File: src/rtl/alu_pkg.sv
// Shared definitions for the sequential ALU: opcode map, FSM states, helpers.
package alu_pkg;

  localparam logic [2:0] OP_ADD  = 3'b000;
  localparam logic [2:0] OP_SUB  = 3'b001;
  localparam logic [2:0] OP_MUL  = 3'b010;
  localparam logic [2:0] OP_DIV  = 3'b011;
  localparam logic [2:0] OP_OR   = 3'b100;
  localparam logic [2:0] OP_AND  = 3'b101;
  localparam logic [2:0] OP_NOTA = 3'b110;
  localparam logic [2:0] OP_NOTB = 3'b111;

  typedef enum logic [1:0] {
    IDLE = 2'd0,
    CALC = 2'd1,
    DONE = 2'd2
  } state_t;

  // Mul and div are the only opcodes that go through the iterative engine.
  function automatic logic is_multicycle(input logic [2:0] op);
    return (op == OP_MUL) || (op == OP_DIV);
  endfunction

endpackage

File: src/rtl/alu_seq_if.sv
// Operand/result handshake bundle between the register-file read stage,
// the ALU and the writeback FIFO.
interface alu_seq_if #(
  parameter int WIDTH = 16
);
  logic               in_valid;
  logic               in_ready;
  logic [WIDTH-1:0]   inp1;
  logic [WIDTH-1:0]   inp2;
  logic [2:0]         opcode;
  logic               out_valid;
  logic               out_ready;
  logic [2*WIDTH-1:0] result;
  logic               div_by_zero;

  modport master (
    output in_valid, inp1, inp2, opcode, out_ready,
    input  in_ready, out_valid, result, div_by_zero
  );

  modport slave (
    input  in_valid, inp1, inp2, opcode, out_ready,
    output in_ready, out_valid, result, div_by_zero
  );
endinterface

File: src/rtl/alu_iter_muldiv.sv
// Unsigned iterative engine: one shift-add (mul) or restoring
// shift-subtract (div) step per cycle on WIDTH-bit magnitudes.
// Outputs are the combinational next-step values so the caller can
// register the final answer on the same edge that o_done is high.
module alu_iter_muldiv #(
  parameter int WIDTH = 16,
  parameter int CNT_W = $clog2(WIDTH + 1)
) (
  input  logic               clk,
  input  logic               rst_n,
  input  logic               i_start,
  input  logic               i_mode_div,
  input  logic [WIDTH-1:0]   i_mag_a,
  input  logic [WIDTH-1:0]   i_mag_b,
  output logic               o_done,
  output logic [2*WIDTH-1:0] o_prod,
  output logic [WIDTH-1:0]   o_quot,
  output logic [WIDTH-1:0]   o_rem
);

  logic [CNT_W-1:0]   r_cnt;
  logic               r_mode_div;
  logic [2*WIDTH-1:0] r_acc;
  logic [2*WIDTH-1:0] r_mcand;
  logic [WIDTH-1:0]   r_mplier;
  logic [WIDTH-1:0]   r_quot;
  logic [WIDTH-1:0]   r_rem;
  logic [WIDTH-1:0]   r_divisor;

  logic [2*WIDTH-1:0] w_acc_next;
  logic [WIDTH:0]     w_rem_shift;
  logic [WIDTH:0]     w_rem_diff;
  logic               w_fits;
  logic [WIDTH-1:0]   w_quot_next;
  logic [WIDTH-1:0]   w_rem_next;

  // Next-step datapath: multiplier consumed LSB first; dividend bits
  // shifted MSB first into the partial remainder.
  always_comb begin
    w_acc_next  = r_acc + (r_mplier[0] ? r_mcand : '0);
    w_rem_shift = {r_rem, r_quot[WIDTH-1]};
    w_rem_diff  = w_rem_shift - {1'b0, r_divisor};
    w_fits      = (w_rem_shift >= {1'b0, r_divisor});
    w_quot_next = {r_quot[WIDTH-2:0], w_fits};
    w_rem_next  = w_fits ? w_rem_diff[WIDTH-1:0] : w_rem_shift[WIDTH-1:0];
  end

  assign o_done = (r_cnt == CNT_W'(1));
  assign o_prod = w_acc_next;
  assign o_quot = w_quot_next;
  assign o_rem  = w_rem_next;

  // Load operands on start, then step until the counter drains.
  always_ff @(posedge clk or negedge rst_n) begin
    if (!rst_n) begin
      r_cnt      <= '0;
      r_mode_div <= 1'b0;
      r_acc      <= '0;
      r_mcand    <= '0;
      r_mplier   <= '0;
      r_quot     <= '0;
      r_rem      <= '0;
      r_divisor  <= '0;
    end else if (i_start) begin
      r_cnt      <= CNT_W'(WIDTH);
      r_mode_div <= i_mode_div;
      r_acc      <= '0;
      r_mcand    <= {{WIDTH{1'b0}}, i_mag_a};
      r_mplier   <= i_mag_b;
      r_quot     <= i_mag_a;
      r_rem      <= '0;
      r_divisor  <= i_mag_b;
    end else if (r_cnt != '0) begin
      r_cnt <= r_cnt - CNT_W'(1);
      if (r_mode_div) begin
        r_quot <= w_quot_next;
        r_rem  <= w_rem_next;
      end else begin
        r_acc    <= w_acc_next;
        r_mcand  <= r_mcand << 1;
        r_mplier <= r_mplier >> 1;
      end
    end
  end

endmodule

File: src/rtl/alu_seq.sv
// Sequential signed ALU with valid/ready on both sides. Single-cycle ops
// and divide-by-zero are resolved on the accept edge; mul/div go through
// the iterative engine and get their sign fix-up on the final step.
module alu_seq
  import alu_pkg::*;
#(
  parameter int WIDTH = 16,
  parameter int CNT_W = $clog2(WIDTH + 1)
) (
  input  logic     clk,
  input  logic     rst_n,
  alu_seq_if.slave bus
);

  logic               w_accept;
  logic               w_is_div;
  logic               w_b_zero;
  logic               w_start;
  logic               w_a_neg;
  logic               w_b_neg;
  logic               w_done;
  logic [WIDTH-1:0]   w_mag_a;
  logic [WIDTH-1:0]   w_mag_b;
  logic [WIDTH-1:0]   w_quot;
  logic [WIDTH-1:0]   w_rem;
  logic [WIDTH-1:0]   w_quot_fix;
  logic [WIDTH-1:0]   w_rem_fix;
  logic [2*WIDTH-1:0] w_a_ext;
  logic [2*WIDTH-1:0] w_b_ext;
  logic [2*WIDTH-1:0] w_prod;
  logic [2*WIDTH-1:0] w_prod_fix;
  logic [2*WIDTH-1:0] w_single;
  logic               w_single_dbz;
  logic [2*WIDTH-1:0] w_calc_result;

  state_t             r_state;
  logic               r_in_ready;
  logic               r_out_valid;
  logic               r_dbz;
  logic               r_op_div;
  logic               r_sign_diff;
  logic               r_a_neg;
  logic [2*WIDTH-1:0] r_result;

  assign w_accept = bus.in_valid && r_in_ready;
  assign w_is_div = (bus.opcode == OP_DIV);
  assign w_b_zero = (bus.inp2 == '0);
  // Divide by zero bypasses the engine and completes like a single-cycle op.
  assign w_start  = w_accept && is_multicycle(bus.opcode) && !(w_is_div && w_b_zero);
  assign w_a_neg  = bus.inp1[WIDTH-1];
  assign w_b_neg  = bus.inp2[WIDTH-1];
  // Unsigned magnitude; the most negative value maps to 2^(WIDTH-1).
  assign w_mag_a  = w_a_neg ? -bus.inp1 : bus.inp1;
  assign w_mag_b  = w_b_neg ? -bus.inp2 : bus.inp2;
  assign w_a_ext  = {{WIDTH{w_a_neg}}, bus.inp1};
  assign w_b_ext  = {{WIDTH{w_b_neg}}, bus.inp2};

  alu_iter_muldiv #(
    .WIDTH (WIDTH),
    .CNT_W (CNT_W)
  ) u_muldiv (
    .clk        (clk),
    .rst_n      (rst_n),
    .i_start    (w_start),
    .i_mode_div (w_is_div),
    .i_mag_a    (w_mag_a),
    .i_mag_b    (w_mag_b),
    .o_done     (w_done),
    .o_prod     (w_prod),
    .o_quot     (w_quot),
    .o_rem      (w_rem)
  );

  // Single-cycle results, including the divide-by-zero answer.
  always_comb begin
    w_single     = '0;
    w_single_dbz = 1'b0;
    case (bus.opcode)
      OP_ADD:  w_single = w_a_ext + w_b_ext;
      OP_SUB:  w_single = w_a_ext - w_b_ext;
      OP_DIV: begin
        w_single     = {{WIDTH{1'b1}}, bus.inp1};
        w_single_dbz = 1'b1;
      end
      OP_OR:   w_single = {{WIDTH{1'b0}}, bus.inp1 | bus.inp2};
      OP_AND:  w_single = {{WIDTH{1'b0}}, bus.inp1 & bus.inp2};
      OP_NOTA: w_single = {{WIDTH{1'b0}}, ~bus.inp1};
      OP_NOTB: w_single = {{WIDTH{1'b0}}, ~bus.inp2};
      default: w_single = '0;
    endcase
  end

  // Sign fix-up: product/quotient negative when signs differ,
  // remainder takes the dividend's sign.
  always_comb begin
    w_prod_fix    = r_sign_diff ? -w_prod : w_prod;
    w_quot_fix    = r_sign_diff ? -w_quot : w_quot;
    w_rem_fix     = r_a_neg ? -w_rem : w_rem;
    w_calc_result = r_op_div ? {w_quot_fix, w_rem_fix} : w_prod_fix;
  end

  // Handshake FSM with registered outputs.
  always_ff @(posedge clk or negedge rst_n) begin
    if (!rst_n) begin
      r_state     <= IDLE;
      r_in_ready  <= 1'b1;
      r_out_valid <= 1'b0;
      r_result    <= '0;
      r_dbz       <= 1'b0;
      r_op_div    <= 1'b0;
      r_sign_diff <= 1'b0;
      r_a_neg     <= 1'b0;
    end else begin
      case (r_state)
        IDLE: begin
          if (w_accept) begin
            r_in_ready <= 1'b0;
            if (w_start) begin
              r_state     <= CALC;
              r_op_div    <= w_is_div;
              r_sign_diff <= w_a_neg ^ w_b_neg;
              r_a_neg     <= w_a_neg;
            end else begin
              r_state     <= DONE;
              r_out_valid <= 1'b1;
              r_result    <= w_single;
              r_dbz       <= w_single_dbz;
            end
          end
        end
        CALC: begin
          if (w_done) begin
            r_state     <= DONE;
            r_out_valid <= 1'b1;
            r_result    <= w_calc_result;
            r_dbz       <= 1'b0;
          end
        end
        DONE: begin
          if (bus.out_ready) begin
            r_state     <= IDLE;
            r_out_valid <= 1'b0;
            r_in_ready  <= 1'b1;
          end
        end
        default: begin
          r_state     <= IDLE;
          r_out_valid <= 1'b0;
          r_in_ready  <= 1'b1;
        end
      endcase
    end
  end

  assign bus.in_ready    = r_in_ready;
  assign bus.out_valid   = r_out_valid;
  assign bus.result      = r_result;
  assign bus.div_by_zero = r_dbz;

endmodule

File: src/flat_wrapper.sv
// flat-port wrapper written by rule: the top's interface ports become plain ports
module alu_seq_flat import alu_pkg::*;
#(
  parameter int WIDTH = 16,
  parameter int CNT_W = $clog2(WIDTH + 1)
)
  (clk, rst_n, bus_in_valid, bus_inp1, bus_inp2, bus_opcode, bus_out_ready, bus_in_ready, bus_out_valid, bus_result, bus_div_by_zero);
  alu_seq_if #(.WIDTH(WIDTH)) bus_i ();
  input  logic clk;
  input  logic rst_n;
  input wire logic [$bits(bus_i.in_valid)-1:0] bus_in_valid;
  input wire logic [$bits(bus_i.inp1)-1:0] bus_inp1;
  input wire logic [$bits(bus_i.inp2)-1:0] bus_inp2;
  input wire logic [$bits(bus_i.opcode)-1:0] bus_opcode;
  input wire logic [$bits(bus_i.out_ready)-1:0] bus_out_ready;
  output wire logic [$bits(bus_i.in_ready)-1:0] bus_in_ready;
  output wire logic [$bits(bus_i.out_valid)-1:0] bus_out_valid;
  output wire logic [$bits(bus_i.result)-1:0] bus_result;
  output wire logic [$bits(bus_i.div_by_zero)-1:0] bus_div_by_zero;
  assign bus_i.in_valid = bus_in_valid;
  assign bus_i.inp1 = bus_inp1;
  assign bus_i.inp2 = bus_inp2;
  assign bus_i.opcode = bus_opcode;
  assign bus_i.out_ready = bus_out_ready;
  assign bus_in_ready = bus_i.in_ready;
  assign bus_out_valid = bus_i.out_valid;
  assign bus_result = bus_i.result;
  assign bus_div_by_zero = bus_i.div_by_zero;
  alu_seq #(.WIDTH(WIDTH), .CNT_W(CNT_W)) u_core (.clk(clk), .rst_n(rst_n), .bus(bus_i));
endmodule
File: config.mk
export PLATFORM = sky130hd
export DESIGN_NAME = alu_seq_flat
export DESIGN_NICKNAME = d
export VERILOG_FILES = /design/src/rtl/alu_pkg.sv /design/src/rtl/alu_seq_if.sv /design/src/rtl/alu_iter_muldiv.sv /design/src/rtl/alu_seq.sv /design/src/flat_wrapper.sv
export SDC_FILE = /design/constraint.sdc
export NUM_CORES = 1
export LEC_CHECK = 0
export ABC_AREA = 1
export CORE_ASPECT_RATIO = 0.75
export CORE_UTILIZATION = 60
export CTS_CLUSTER_DIAMETER = 150
export DETAILED_ROUTE_END_ITERATION = 16
export DONT_BUFFER_PORTS = 1
export MAX_ROUTING_LAYER = met4
export PLACE_DENSITY = 0.76
export SETUP_SLACK_MARGIN = 0.02
export SLEW_MARGIN = 5
export SYNTH_ARGS = -nofsm -noshare
export SYNTH_HDL_FRONTEND = slang
export SYNTH_SLANG_ARGS = --single-unit
export TNS_END_PERCENT = 5
File: constraint.sdc
create_clock -name clk -period 10.4 [get_ports clk]
set_clock_uncertainty 0.1 [all_clocks]
set_input_delay 2.08 -clock clk [delete_from_list [all_inputs] [get_ports clk]]
set_output_delay 2.08 -clock clk [all_outputs]
set_load 0.01 [all_outputs]
==> Flow_metrics.wiki <==
{| class="wikitable"
! Metric !! Value
|-
| RePlAce Congestion || 0.992
|-
| Synth Flop Type || dfrtp_1
|-
| Number of vias after detailed routing || about 16000
|-
| Placement row count || 50
|-
| Start-to-end type of the worst setup path || input pin to flop
|-
| Share of cells above drive strength 1 || 0.0519
|-
| Number of gates resized after CTS || 0
|-
| Relative slew margins || 0.282
|-
| Highest clock rate || 164 MHz
|-
| Core outline area || 25000 um2
|-
| Time the worst path needs with I/O delays and setup || 6100 ps
|-
| Die Footprint || between 20000 and 30000 um2
|-
| # hold bufs at CTS || 0
|-
| Count of routing violations after the opening detailed-route iteration || a little under 2000
|-
| Cell area after synthesis || between 15000 and 20000 um2
|-
| Chip Width || 186 um
|-
| Max rail drop VDD || 225 uV
|-
| Share of synthesized flip-flops with an asynchronous set or reset || 1.00
|-
| Yosys reg bits || about 170
|-
| Worst-case setup margin in the final layout || 4300 ps
|-
| MaxCap Viol Count || 0
|-
| Setup Total Neg Slack || 0 ps
|-
| Number of antenna violations at the first check in global routing || 1
|-
| Critical path fanouts, max || 29
|-
| Remaining global-route overflow || 0
|-
| Final Hold Fails || 0
|-
| Transition time of the tightest slew-check pin || 1070 ps
|-
| Startpoint of the worst register-to-register path || u_core.u_muldiv.r_rem[6]
|-
| Sequential share of power || 0.237
|-
| Post-detailed-route DRC marker count || 0
|-
| Clock latency on the worst-skew pair || 450 ps
|-
| Average wire per standard cell || 19.3 um
|-
| Place WS || 3920 ps
|-
| Most common cell after layout, fill and taps aside || nand2_1
|-
| Maximum level of the CTS H-tree || 4
|-
| Number of library cell types mapped by synthesis || 61
|-
| Count of nets left with antenna violations after detail routing || 0
|-
| Setup repair bufs after CTS || 0
|-
| Switching pwr || between 2 and 3 mW
|-
| Required arrival time at the worst endpoint || between 10000 and 15000 ps
|-
| Total of endpoints with negative setup slack in the final report || 0
|-
| Fraction of power consumed by combinational cells || 0.638
|-
| HPWL after detailed placement || 40300 um
|-
| Power density of the placed cells || 324 nW/um2
|-
| Count of flip-flops with a built-in enable after synthesis || 0
|-
| Sequential fraction of the synthesis area || 0.285
|-
| Crit path launch || bus_opcode[2]
|-
| RSZ-0062 raised after global routing || false
|-
| Ratio of final minimum period to clock period || 0.586
|-
| Port buffer count || 0
|-
| TritonCTS clock tree || done
|-
| Root cell of the clock tree || clkbuf_16
|-
| Share of total power consumed by net switching || 0.552
|-
| Yosys synthesis warning count || 0
|-
| Hold path startpoint || u_core.u_muldiv.r_acc[23]
|-
| Startpoint type of the worst setup path || input pin
|-
| Length of the first detailed-routing pass in iterations || 5
|-
| Largest net degree at the start of global routing || 175
|-
| Net Count, Synth || about 2500
|-
| Sinks on the clock net || 174
|-
| Static leakage || 8.44 nW
|-
| Element type at the critical path end || flop
|-
| Final nets || 2456
|-
| Synthesized netlist cell count || 2388
|-
| Mean cell area of the mapped netlist || 6.40 um2
|-
| Synth-to-layout area growth || 4.46%
|-
| Clock share of power || 0.126
|-
| Vertical die dimension || 140 um
|-
| Number of global-route vias before repair || 14002
|-
| Clock buffer depth || 2
|-
| CTS Buf Count || 17
|-
| Total routing usage reported by global routing || 0.414
|-
| Worst min path class || flop to flop
|-
| Design internal power || around 2.3 mW
|-
| Global-route wire length before repair || 79200 um
|-
| DRT Wirelength || around 52000 um
|-
| Final number of max-transition violations || 0
|-
| Commonest cells after routing, fill and taps aside || nand2_1, inv_1, dfrtp_1, nor2_1, nand3_1
|-
| Crit path arrival time || 6310 ps
|-
| I/O pin cnt || between 70 and 80
|-
| Layout fillers || 2310
|-
| Per-cell via count in the routed design || around 5.9
|-
| Run status || finished, final reports clean
|-
| Clock-pin slew reported for the worst setup and hold paths after clock tree synthesis || about 70 ps
|-
| Starting Density || 0.612
|}
==> synth_stat cells, types with 30 or more instances <==
cell type	instances	share of area
a21oi_1	127	0.042
o221ai_1	46	0.026
o22ai_1	32	0.013
nand2_2	30	0.012
dfrtp_1	173	0.28
inv_1	387	0.095
nor2_1	169	0.042
ha_1	76	0.062
nand3_1	167	0.055
xor2_1	33	0.019
nand2_1	705	0.17
o21ai_0	154	0.050
clkbuf_1	41	0.010
==> final timing paths <==
path / slack [ps] / depth (start not counted) / end
max: 4300 / 17 / u_core.bus.result[22]
min in group asynchronous: 1220 / 0 / u_core.u_muldiv.r_divisor[11]
min: 400 / 2 / u_core.u_muldiv.r_acc[23]
max reg2reg: 5900 / 24 / u_core.bus.result[30]
min reg2reg: 400 / 2 / u_core.u_muldiv.r_acc[23]
max in group asynchronous: 8580 / 0 / u_core.bus.in_ready
==> registers in the layout, indices dropped and copies added (netlist names), 2 cells and up <==
name	count
u_core.u_muldiv.r_acc	32
u_core.u_muldiv.r_rem	16
u_core.u_muldiv.r_divisor	16
u_core.r_state	2
u_core.u_muldiv.r_cnt	5
u_core.bus.result	32
u_core.u_muldiv.r_quot	16
u_core.u_muldiv.r_mplier	16
u_core.u_muldiv.r_mcand	32
==> per-stage QoR <==
| stage | utilization | instances | area (um2) | hold WS, ps | total power [mW] |
|---|---|---|---|---|---|
| 5_1_grt | 0.639 | 2690 | 16000 | 408 | 5.58 |
| 4_1_cts | 0.639 | 2689 | 15900 | 399 | 5.06 |
| 6_report | 0.639 | 2690 | 16000 | 397 | 5.16 |
| 2_1_floorplan | - | 2388 | 15300 | 353 | 3.64 |
| 3_3_place_gp | 0.616 | 2657 | 15400 | 367 | 4.30 |
| 3_5_place_dp | 0.616 | 2657 | 15400 | 380 | 4.40 |
==> power groups by stage <==
stage / clock, mW / sequential (mW) / combinational (mW)
finish: 0.648 / 1.22 / 3.29
global route: 0.668 / 1.25 / 3.66
CTS: 0.641 / 1.21 / 3.20
detailed placement: 0 / 1.22 / 3.18
global placement: 0 / 1.21 / 3.09
floorplan: 0 / 1.14 / 2.49
==> logic make-up after synthesis <==
kind of cell / count (synthesis) / share of synthesized area
DFF: 174 / 0.285
AOI/OAI and AO/OA: 438 / 0.170
buffers and inverters: 477 / 0.124
adders and majority gates: 79 / 0.0662
and+or+nand+nor: 1181 / 0.333
xor gates and xnor gates: 39 / 0.0229
==> final cells by class <==
cell class	instances	area [um2]	share of cell area
tap	338	423	0.0265
clock buffer	18	439	0.0275
inverter	397	1490	0.0936
multi-input combinational	1737	9040	0.566
timing repair buffer	11	82.6	0.00518
clock inverter	14	121	0.00761
antenna	1	2.50	0.000157
sequential	174	4360	0.273
==> critical path: stages <==
cell      delay [ps]
nor2_1           480
inv_1            440
nor2_1           270
inv_1            380
nand2_1          150
o21ai_0          170
fa_1             440
inv_1             90
nand3_1           70
nand2_1          130
a21oi_1          140
o21ai_0          420
a21boi_0         200
o21ai_0          200
nand2_1          110
a21oi_4          390
a21oi_1          130
==> metal layers <==
layer / track usage / share of wire / vias up
met3: 0.147 / 0.14 / 58
met1: 0.624 / 0.47 / 7387
met2: 0.526 / 0.38 / 804
li1: - / - / 7654
met5: - / 0 / -
met4: 0.0647 / 0.013 / 0
(Power assumes the default switching activity.)
